## src/rtl/demux1x4_unstripe_if.sv

```systemverilog
// Byte-stream input and framed four-lane output bundle of the receive un-striper.
interface demux1x4_unstripe_if #(
    parameter int BW = 8
);
    logic [BW-1:0] in;
    logic          validin;
    logic [BW-1:0] out0;
    logic [BW-1:0] out1;
    logic [BW-1:0] out2;
    logic [BW-1:0] out3;
    logic [3:0]    validout;
    logic          frame_done;

    modport master (
        output in,
        output validin,
        input  out0,
        input  out1,
        input  out2,
        input  out3,
        input  validout,
        input  frame_done
    );

    modport slave (
        input  in,
        input  validin,
        output out0,
        output out1,
        output out2,
        output out3,
        output validout,
        output frame_done
    );
endinterface

```

## src/rtl/demux1x4_unstripe.sv

```systemverilog
// Receive-side byte un-striper: spreads one byte slot per clk4f edge across four lanes
// and presents the lanes together once per four-slot frame.
module demux1x4_unstripe #(
    parameter int BW          = 8,
    parameter int IDLE_FRAMES = 1
) (
    input  logic                clk4f,
    input  logic                reset,
    demux1x4_unstripe_if.slave  bus
);

    localparam logic [0:0] ST_IDLE   = 1'b0;
    localparam logic [0:0] ST_ACTIVE = 1'b1;
    localparam logic [3:0] IDLE_LIMIT = 4'(IDLE_FRAMES);

    logic [0:0]    state;
    logic [1:0]    ptr;
    logic [BW-1:0] hold0;
    logic [BW-1:0] hold1;
    logic [BW-1:0] hold2;
    logic [2:0]    hold_valid;
    logic [3:0]    idle_cnt;
    logic [3:0]    frame_valid;
    logic [3:0]    idle_next;

    assign frame_valid = {bus.validin, hold_valid};
    assign idle_next   = idle_cnt + 4'd1;

    // Lane position is purely positional: ptr advances every ACTIVE edge, valid or not,
    // and invalid lanes are zeroed on the way out so no stale byte is ever presented.
    always_ff @(posedge clk4f or negedge reset) begin
        if (!reset) begin
            state          <= ST_IDLE;
            ptr            <= 2'd0;
            hold0          <= '0;
            hold1          <= '0;
            hold2          <= '0;
            hold_valid     <= 3'b000;
            idle_cnt       <= 4'd0;
            bus.out0       <= '0;
            bus.out1       <= '0;
            bus.out2       <= '0;
            bus.out3       <= '0;
            bus.validout   <= 4'b0000;
            bus.frame_done <= 1'b0;
        end else begin
            bus.frame_done <= 1'b0;
            case (state)
                ST_IDLE: begin
                    if (bus.validin) begin
                        hold0      <= bus.in;
                        hold_valid <= 3'b001;
                        ptr        <= 2'd1;
                        state      <= ST_ACTIVE;
                    end
                end
                ST_ACTIVE: begin
                    ptr <= ptr + 2'd1;
                    case (ptr)
                        2'd0: begin
                            hold0         <= bus.in;
                            hold_valid[0] <= bus.validin;
                        end
                        2'd1: begin
                            hold1         <= bus.in;
                            hold_valid[1] <= bus.validin;
                        end
                        2'd2: begin
                            hold2         <= bus.in;
                            hold_valid[2] <= bus.validin;
                        end
                        default: begin
                            bus.out0       <= hold_valid[0] ? hold0 : '0;
                            bus.out1       <= hold_valid[1] ? hold1 : '0;
                            bus.out2       <= hold_valid[2] ? hold2 : '0;
                            bus.out3       <= bus.validin ? bus.in : '0;
                            bus.validout   <= frame_valid;
                            bus.frame_done <= 1'b1;
                            // Enough consecutive empty frames drop alignment; the next valid byte re-anchors lane 0.
                            if (frame_valid == 4'b0000) begin
                                if (idle_next == IDLE_LIMIT) begin
                                    state    <= ST_IDLE;
                                    idle_cnt <= 4'd0;
                                end else begin
                                    idle_cnt <= idle_next;
                                end
                            end else begin
                                idle_cnt <= 4'd0;
                            end
                        end
                    endcase
                end
                default: begin
                    state <= ST_IDLE;
                    ptr   <= 2'd0;
                end
            endcase
        end
    end

endmodule

```

## src/flat_wrapper.sv

```systemverilog
// flat-port wrapper written by rule: the top's interface ports become plain ports
module demux1x4_unstripe_flat 
#(
    parameter int BW          = 8,
    parameter int IDLE_FRAMES = 1
)
  (clk4f, reset, bus_in, bus_validin, bus_out0, bus_out1, bus_out2, bus_out3, bus_validout, bus_frame_done);
  demux1x4_unstripe_if #(.BW(BW)) bus_i ();
  input  logic clk4f;
  input  logic reset;
  input wire logic [$bits(bus_i.in)-1:0] bus_in;
  input wire logic [$bits(bus_i.validin)-1:0] bus_validin;
  output wire logic [$bits(bus_i.out0)-1:0] bus_out0;
  output wire logic [$bits(bus_i.out1)-1:0] bus_out1;
  output wire logic [$bits(bus_i.out2)-1:0] bus_out2;
  output wire logic [$bits(bus_i.out3)-1:0] bus_out3;
  output wire logic [$bits(bus_i.validout)-1:0] bus_validout;
  output wire logic [$bits(bus_i.frame_done)-1:0] bus_frame_done;
  assign bus_i.in = bus_in;
  assign bus_i.validin = bus_validin;
  assign bus_out0 = bus_i.out0;
  assign bus_out1 = bus_i.out1;
  assign bus_out2 = bus_i.out2;
  assign bus_out3 = bus_i.out3;
  assign bus_validout = bus_i.validout;
  assign bus_frame_done = bus_i.frame_done;
  demux1x4_unstripe #(.BW(BW), .IDLE_FRAMES(IDLE_FRAMES)) u_core (.clk4f(clk4f), .reset(reset), .bus(bus_i));
endmodule
```

## config.mk

```make
export PLATFORM = sky130hd
export DESIGN_NAME = demux1x4_unstripe_flat
export DESIGN_NICKNAME = d
export VERILOG_FILES = /design/src/rtl/demux1x4_unstripe_if.sv /design/src/rtl/demux1x4_unstripe.sv /design/src/flat_wrapper.sv
export SDC_FILE = /design/constraint.sdc
export NUM_CORES = 1
export LEC_CHECK = 0
export CAP_MARGIN = 20
export CORE_UTILIZATION = 40
export DETAILED_ROUTE_END_ITERATION = 10
export SLEW_MARGIN = 25
export SYNTH_ARGS = -nofsm -noshare
export SYNTH_HDL_FRONTEND = slang
export SYNTH_SLANG_ARGS = --single-unit
```

## constraint.sdc

```tcl
create_clock -name clk4f -period 2 [get_ports clk4f]
set_input_delay 0.4 -clock clk4f [delete_from_list [all_inputs] [get_ports clk4f]]
set_output_delay 0.4 -clock clk4f [all_outputs]
set_load 0.1 [all_outputs]
```

# Yosys cells after proc, flatten, opt, wreduce, memory -nomap -nowiden
# Index checks and enable logic that the tools add are counted.
# word_totals
regBits	71
elab_cells	58
in_bits	11
# op_classes
eq_ne	7
n_reduce_logical	9
bitwise	2
addsub	2
mux	23
# op_table
op	n
two-way mux 8 bit	6
case mux 8 bit (2 select lines)	1
AND reduction 2 bit	6
two-way mux 1 bit	9
two-way mux 4 bit	2
!= test 2 bit (second input constant)	4
case mux 3 bit (2 select lines)	1
adder 4 x 1 -> 4 bit (second input constant)	1
equality test 4 x 1 -> 1 bit (second input constant)	1
logical NOT 4 bit	1
case mux 2 bit (2 select lines)	1
two-way mux 3 bit	1
OR reduction 3 bit	1
adder 2 x 1 -> 2 bit (second input constant)	1
equality test 2 x 1 -> 1 bit (second input constant)	1
equality test 2 bit (second input constant)	1
logical NOT 2 bit	1
two-way mux 2 bit	1
NOT 1 bit	2
case mux 1 bit (2 select lines)	1

# Depth between registers and ports, before layout
# Gate-level depths: netlist (run 1).
# depth
ltp_word	6
mapped_depth	7

# Worst setup path after synthesis (run 1)
# Ideal clock, no wire load.
# synth_path
path_type	register to register
startpoint	reg u_core.ptr[0]
endpoint	reg u_core.hold0[0]
setup_slack_ps	543
arrival_time_ps	1332
path_stages_with_launch	7
period_less_slack_ps	1457
path_cell_list	dfrtp_1 > inv_1 > ha_1 > nand2_1 > and2_1 > buf_2 > mux2_2
# synth_between
elab_chain_len	3
# synth_rtl
element	line_no	rtl
from (decl)	demux1x4_unstripe.sv:17	logic [1:0] ptr;
from (signal assigned)	demux1x4_unstripe.sv:58	ptr <= ptr + 2'd1;
logical NOT 2 bit	demux1x4_unstripe.sv:59	case (ptr)
!= test 2 bit (no source line)	-	
AND reduction 2 bit (no source line)	-	
to (signal assigned)	demux1x4_unstripe.sv:51	hold0 <= bus.in;
to (signal assigned)	demux1x4_unstripe.sv:61	hold0 <= bus.in;
to (decl)	demux1x4_unstripe.sv:18	logic [BW-1:0] hold0;
# No other way between the ends.
# A chain may end at the register's enable or synchronous reset.

# Worst setup path in the final report (run 1)
# layout_path
startpoint	reg u_core.ptr[0]
endpoint	reg u_core.hold0[3]
# The elaborated chain is that of the path after synthesis.

==> metrics.md, run 1 <==
| Metric | Value |
|---|---|
| GRT Total Usage | `18.0%` |
| TritonCTS Sinks | `71` |
| Die ar. | `7580 sq um` |
| Slew HR | `72.5%` |
| CTS H-tree depth | `3` |
| FMAX | `0.603 GHz` |
| Avg Synthesized Cell Area | `10.7 sq um` |
| Slew @ Worst Pin | `0.411 ns` |
| Initial antenna violation count | `0` |
| Register area share after synthesis | `61.4%` |
| Ant diodes | `0` |
| Cell variety after synth | `25` |
| Root Buffer | `clkbuf_8` |
| Final Hold Viols | `0` |
| Crit path required time | `2.22 ns` |
| Final period util | `82.9%` |
| Max-slew violations | `0` |
| TritonRoute pass-1 iters | `4` |
| Hpwl dp | `3.97 mm` |
| DRC | `0` |
| Hold Buf Count CTS | `0` |
| Post-cts resize count | `0` |
| Fin crit period | `1.66 ns` |
| Share of cells above drive strength 1 | `27.2%` |
| Vias in the first global route | `1986` |
| Crit path max fanout | `8` |
| Post-route setup slack | `0.342 ns` |
| Number of synthesized register bits | `71` |
| Status | `completed` |
| First-pass GRT wire length | `10.1 mm` |
| Cts bufs inserted | `9` |
| Total gr overflow | `0` |
| Synth Cell Area | `2900 sq um` |
| Core area | `6910 sq um` |
| Via count | `2047` |
| Metal2 WL | `2.68 mm` |
| Clock latency on the worst-skew pair | `0.33 ns` |
| Die height | `87.1 um` |
| Pin count of the biggest net entering global routing | `72` |
| # Post-CTS Setup Buffers | `0` |
| Commonest non-fill, non-tap cells in the layout | `nand2_1, dfrtp_1, buf_4, nand3_1, mux2_2` |
| Port bufs | `47` |
| Synthesized instance count | `270` |
| Setup Viol. Count Final | `0` |
| Max cap viols | `0` |
| Wire length on met1 | `3.00 mm` |
| TNS Setup | `0 ns` |
| GP Congestion | `0.770` |
| Initial Util | `41.9%` |
| Clock Skews | `0.00685 ns` |
| Final net count | `339` |
| Clk pin slew, worst setup/hold paths | `0.07 ns` |
| Crit end category | `flop` |
| DP Worst Slack | `0.115 ns` |
| CTS tree | `done` |
| WP data arrival | `1.88 ns` |
| Via density | `4.84` |
| Setup CP Type | `flop to flop` |
| Post-DRT Antenna Nets | `0` |
| FF-to-FF path depth | `5` |
| Area Growth Syn to Fin | `26.1%` |
| Top Metal Used | `met4` |
| Hold WS | `0.0756 ns` |
| DRT iter0 DRCs | `77` |
| Die span in x | `87.1 um` |
| Num rows | `30` |
| Ys Warns | `0` |
| CTS max path bufs | `2` |
| CP Launch Type | `flop` |
| RSZ-0062 raised after global routing | `no` |
| Worst min path class | `primary input to asynchronous set/reset pin` |
| IO Pins | `48` |
| Syn nets | `287` |
| Drt wl/cell | `14.1 um` |
| Met3 routed WL | `206 um` |
| Leading cell type in the layout, fill and taps excluded | `nand2_1` |
| Drt total wl | `5.97 mm` |
==> kinds of logic (layout without fill, tap and decap cells) <==
group | after synthesis | after routing | share of synthesized area [%]
flip-flops | 71 | 71 | 61.4
AO/OA/AOI/OAI | 15 | 15 | 3.46
AND/OR/NAND/NOR | 132 | 132 | 19.5
XOR/XNOR | 1 | 1 | 0.303
buffers and inverters | 21 | 78 | 3.41
adder cells (fa/ha/maj) | 6 | 6 | 2.59
multiplexers | 24 | 24 | 9.33
==> cells in the mapped netlist <==
cell | n | area share [%]
nand2_1 | 86 | 11
dfrtp_1 | 71 | 61
nand3_1 | 34 | 5.9
mux2_2 | 24 | 9.3
buf_2 | 7 | 1.2
a21oi_1 | 6 | 1.0
clkbuf_1 | 6 | 0.78
ha_1 | 6 | 2.6
inv_1 | 6 | 0.78
nor2_1 | 5 | 0.65
o21ai_0 | 4 | 0.69
and2_1 | 2 | 0.43
a22o_1 | 1 | 0.30
buf_4 | 1 | 0.26
buf_6 | 1 | 0.39
nand2b_1 | 1 | 0.22
nor2_4 | 1 | 0.39
nor3_1 | 1 | 0.17
nor3b_1 | 1 | 0.26
o21ai_2 | 1 | 0.30
o31ai_1 | 1 | 0.26
o32ai_1 | 1 | 0.30
o41ai_2 | 1 | 0.56
or4_4 | 1 | 0.39
xnor2_1 | 1 | 0.30
==> through the flow <==
stage          utilization, %  area [sq um]  instances
2_1_floorplan               -          2900        270
3_3_place_gp             49.1          3390        407
3_5_place_dp             49.1          3390        407
4_1_cts                  52.9          3650        423
5_1_grt                  52.9          3650        423
6_report                 52.9          3650        423
==> state kept, by name (all words and copies together), names as in the netlist <==
signal,cells
u_core.bus.out0,8
u_core.hold0,8
u_core.bus.out2,8
u_core.hold_valid,3
u_core.bus.frame_done,1
u_core.idle_cnt,4
u_core.ptr,2
u_core.bus.out3,8
u_core.hold1,8
u_core.hold2,8
u_core.bus.out1,8
u_core.state,1
u_core.bus.validout,4
==> worst max-delay path: stages (launching register included) <==
cell and delay, ns:
dfrtp_1 0.41, inv_1 0.08, ha_1 0.21, nand2_1 0.09, and2_1 0.36, mux2_2 0.39
==> layout make-up <==
cell class / instances / area, sq um
fillers: 655 / 3250
flip-flops and latches: 71 / 1780
multi-input cells: 178 / 1020
repair buffers: 56 / 453
clock buffers: 11 / 131
clock inverters: 5 / 129
well taps: 96 / 120
inverters: 6 / 22.5
==> layer usage <==
metal  up-vias  global-route usage [%]
met2        37                    26.4
met1      1011                    25.5
met4         0                    8.64
li1        993                       -
met3         6                    3.70
met5         -                       0
==> path summary, 6_finish.rpt <==
check | from | endpoint | slack, ns
hold / removal | reset | u_core.hold_valid[2]$_DFFE_PN0P_ | 0.08
hold reg to reg | u_core.bus.out2[3]$_DFFE_PN0P_ | u_core.bus.out2[3]$_DFFE_PN0P_ | 0.47
min in group clk4f | u_core.bus.out2[3]$_DFFE_PN0P_ | u_core.bus.out2[3]$_DFFE_PN0P_ | 0.47
setup reg to reg | u_core.ptr[0]$_DFFE_PN0P_ | u_core.hold0[3]$_DFFE_PN0P_ | 0.34
setup / recovery | u_core.ptr[0]$_DFFE_PN0P_ | u_core.hold0[3]$_DFFE_PN0P_ | 0.34
max in group asynchronous | reset | u_core.hold0[4]$_DFFE_PN0P_ | 1.62
Power of run 1 is not shown: default switching activity piles up to over one toggle a cycle in this logic, so the estimate is an artifact.
==> run 2, diff against run 1 <==
--- a/config.mk
+++ b/config.mk
@@ -8,6 +8,7 @@
 export CAP_MARGIN = 20
 export CORE_UTILIZATION = 40
 export DETAILED_ROUTE_END_ITERATION = 10
+export PLACE_DENSITY = 0.65
 export SLEW_MARGIN = 25
 export SYNTH_ARGS = -nofsm -noshare
 export SYNTH_HDL_FRONTEND = slang
==> constraint.sdc (replaced) <==
create_clock -name clk4f -period 1.45 [get_ports clk4f]
set_input_delay 0.29 -clock clk4f [delete_from_list [all_inputs] [get_ports clk4f]]
set_output_delay 0.29 -clock clk4f [all_outputs]
set_load 0.1 [all_outputs]
==> metrics.md, run 2 (synthesized netlist as in run 1, its figures left out) <==
| Metric | Value |
|---|---|
| Final Hold Viols | `0 (unchanged)` |
| Final period util | `96.5% (was 82.9%)` |
| Worst R2R Setup Slack | `0.05 ns (was 0.34 ns)` |
| FMAX | `0.714 GHz (was 0.603 GHz)` |
| GP Congestion | `0.814 (was 0.770)` |
| CP max stage delay | `0.42 ns (was 0.41 ns)` |
| Crit end category | `flop (unchanged)` |
| GRT Total Usage | `18.7% (was 18.0%)` |
| Pin count of the biggest net entering global routing | `53 (was 72)` |
| Worst min path class | `primary input to asynchronous set/reset pin (unchanged)` |
| CP max stage cell | `dfrtp_1 (unchanged)` |
| TritonCTS Sinks | `71 (unchanged)` |
| Slew HR | `81.4% (was 72.5%)` |
| Crit path buf inv count | `1 (unchanged)` |
| CTS tree | `done (unchanged)` |
| Crit path from | `u_core.ptr[0]$_DFFE_PN0P_ (unchanged)` |
| Core area | `6910 sq um (unchanged)` |
| Hpwl dp | `4.31 mm (was 3.97 mm)` |
| Multi-input logic area | `1070 sq um (was 1020 sq um)` |
| Port bufs | `47 (unchanged)` |
| Worst reg2reg endpoint | `u_core.hold0[3]$_DFFE_PN0P_ (unchanged)` |
| Share of cells above drive strength 1 | `33.5% (was 27.2%)` |
| Die span in x | `87.1 um (unchanged)` |
| Critical-path cell list | `inv_2 > ha_2 > nand2_2 > and2_4 > mux2_2 (was inv_1 > ha_1 > nand2_1 > and2_1 > mux2_2)` |
| Die ar. | `7580 sq um (unchanged)` |
| Reg area | `1780 sq um (unchanged)` |
| Setup CP Type | `flop to flop (unchanged)` |
| Fin crit period | `1.40 ns (was 1.66 ns)` |
| Status | `completed (unchanged)` |
| Crit path required time | `1.69 ns (was 2.22 ns)` |
| CTS max path bufs | `2 (unchanged)` |
| CP delay by family, top | `flip-flops (was simple AND/OR/NAND/NOR gates)` |
| Post-route setup slack | `0.0503 ns (was 0.342 ns)` |
| Slew @ Worst Pin | `0.279 ns (was 0.411 ns)` |
| Clk pin slew, worst setup/hold paths | `0.08 ns (was 0.07 ns)` |
| Ant diodes | `0 (unchanged)` |
| Vias in the first global route | `2113 (was 1986)` |
| Fillers | `575 (was 655)` |
| Setup Viol. Count Final | `0 (unchanged)` |
| Crit path max fanout | `8 (unchanged)` |
| CTS H-tree depth | `3 (unchanged)` |
| Post-DRT Antenna Nets | `0 (unchanged)` |
| TritonRoute pass-1 iters | `4 (unchanged)` |
| Max cap viols | `0 (unchanged)` |
| Num rows | `30 (unchanged)` |
| First-pass GRT wire length | `10.4 mm (was 10.1 mm)` |
| IO Pins | `48 (unchanged)` |
| DRT iter0 DRCs | `84 (was 77)` |
| Final net count | `352 (was 339)` |
| Worst reg2reg startpoint | `u_core.ptr[0]$_DFFE_PN0P_ (unchanged)` |
| Commonest non-fill, non-tap cells in the layout | `nand2_1, dfrtp_1, buf_12, nand3_1, mux2_2 (was nand2_1, dfrtp_1, buf_4, nand3_1, mux2_2)` |
| Die height | `87.1 um (unchanged)` |
| Initial antenna violation count | `0 (unchanged)` |
| Via count | `2164 (was 2047)` |
| Initial Util | `41.9% (unchanged)` |
| FF-to-FF path depth | `5 (unchanged)` |
| DP Worst Slack | `-0.257 ns (was 0.115 ns)` |
| Clock Skews | `0.00888 ns (was 0.00685 ns)` |
| Clock latency on the worst-skew pair | `0.35 ns (was 0.33 ns)` |
| Total gr overflow | `0 (unchanged)` |
| RSZ-0062 raised after global routing | `yes (was no)` |
| Root Buffer | `clkbuf_8 (unchanged)` |
| Leading cell type in the layout, fill and taps excluded | `nand2_1 (unchanged)` |
| Drt total wl | `6.35 mm (was 5.97 mm)` |
| Cts bufs inserted | `9 (unchanged)` |
| Area Growth Syn to Fin | `46.9% (was 26.1%)` |
| WP data arrival | `1.64 ns (was 1.88 ns)` |
| CP Launch Type | `flop (unchanged)` |
| Via density | `4.96 (was 4.84)` |
| Max-slew violations | `0 (unchanged)` |
| DRC | `0 (unchanged)` |
| Drt wl/cell | `14.6 um (was 14.1 um)` |
## run 2: per-stage QoR
stage / instance area (sq um) / cells / utilization, % / TNS (ns) / hold WS, ns
after global placement: 3960 / 416 / 57.3 / -2.15 / 0.313
after floorplan: 2900 / 270 / - / 0 / -0.00559
final: 4250 / 436 / 61.6 / 0 / 0.460
after global routing: 4250 / 436 / 61.6 / -0.0363 / 0.517
after detailed placement: 3960 / 416 / 57.3 / -2.88 / 0.316
after CTS: 4190 / 434 / 60.7 / -0.192 / 0.469
## run 2: timing repair
item	in CTS	in global routing
setup endpoints to repair	17	46
hold buffers	1	0
pin swaps	0	3
endpoints found under the hold margin	71	0
gates resized for setup	3	14
buffers inserted	1	3
## run 2: worst max path at each step
stage / endpoint / slack (ns) / cells after the start
finish: u_core.hold0[3]$_DFFE_PN0P_ / 0.05 / 5
global route: u_core.idle_cnt[2]$_DFFE_PN0P_ / -0.02 / 8
detailed placement: u_core.idle_cnt[2]$_DFFE_PN0P_ / -0.26 / 5
global placement: u_core.idle_cnt[2]$_DFFE_PN0P_ / -0.23 / 5
CTS: u_core.hold0[3]$_DFFE_PN0P_ / -0.02 / 6
floorplan: u_core.hold0[0]$_DFFE_PN0P_ / 0.03 / 6
## run 2: layer usage
layer	GRT usage, %	part of all wire, %	wire length, um
met5	0	0	0
met4	10.2	3.1	194
met3	3.13	2.3	149
met2	29.7	49	3090
met1	24.5	46	2910
## run 2: worst min-delay path, cell delays in order
cell           delay (ns)
dlygate4sd3_1        0.52
buf_2                0.13
buf_12               0.26
## run 2: final cells by class
type,count,area share [%]
sequential,71,41.8
multi-input combinational,178,25.2
timing repair buffer,69,24.8
clock buffer,10,3.24
tap,96,2.82
clock inverter,6,1.59
inverter,6,0.529
Power of run 2 is left out for the same reason.
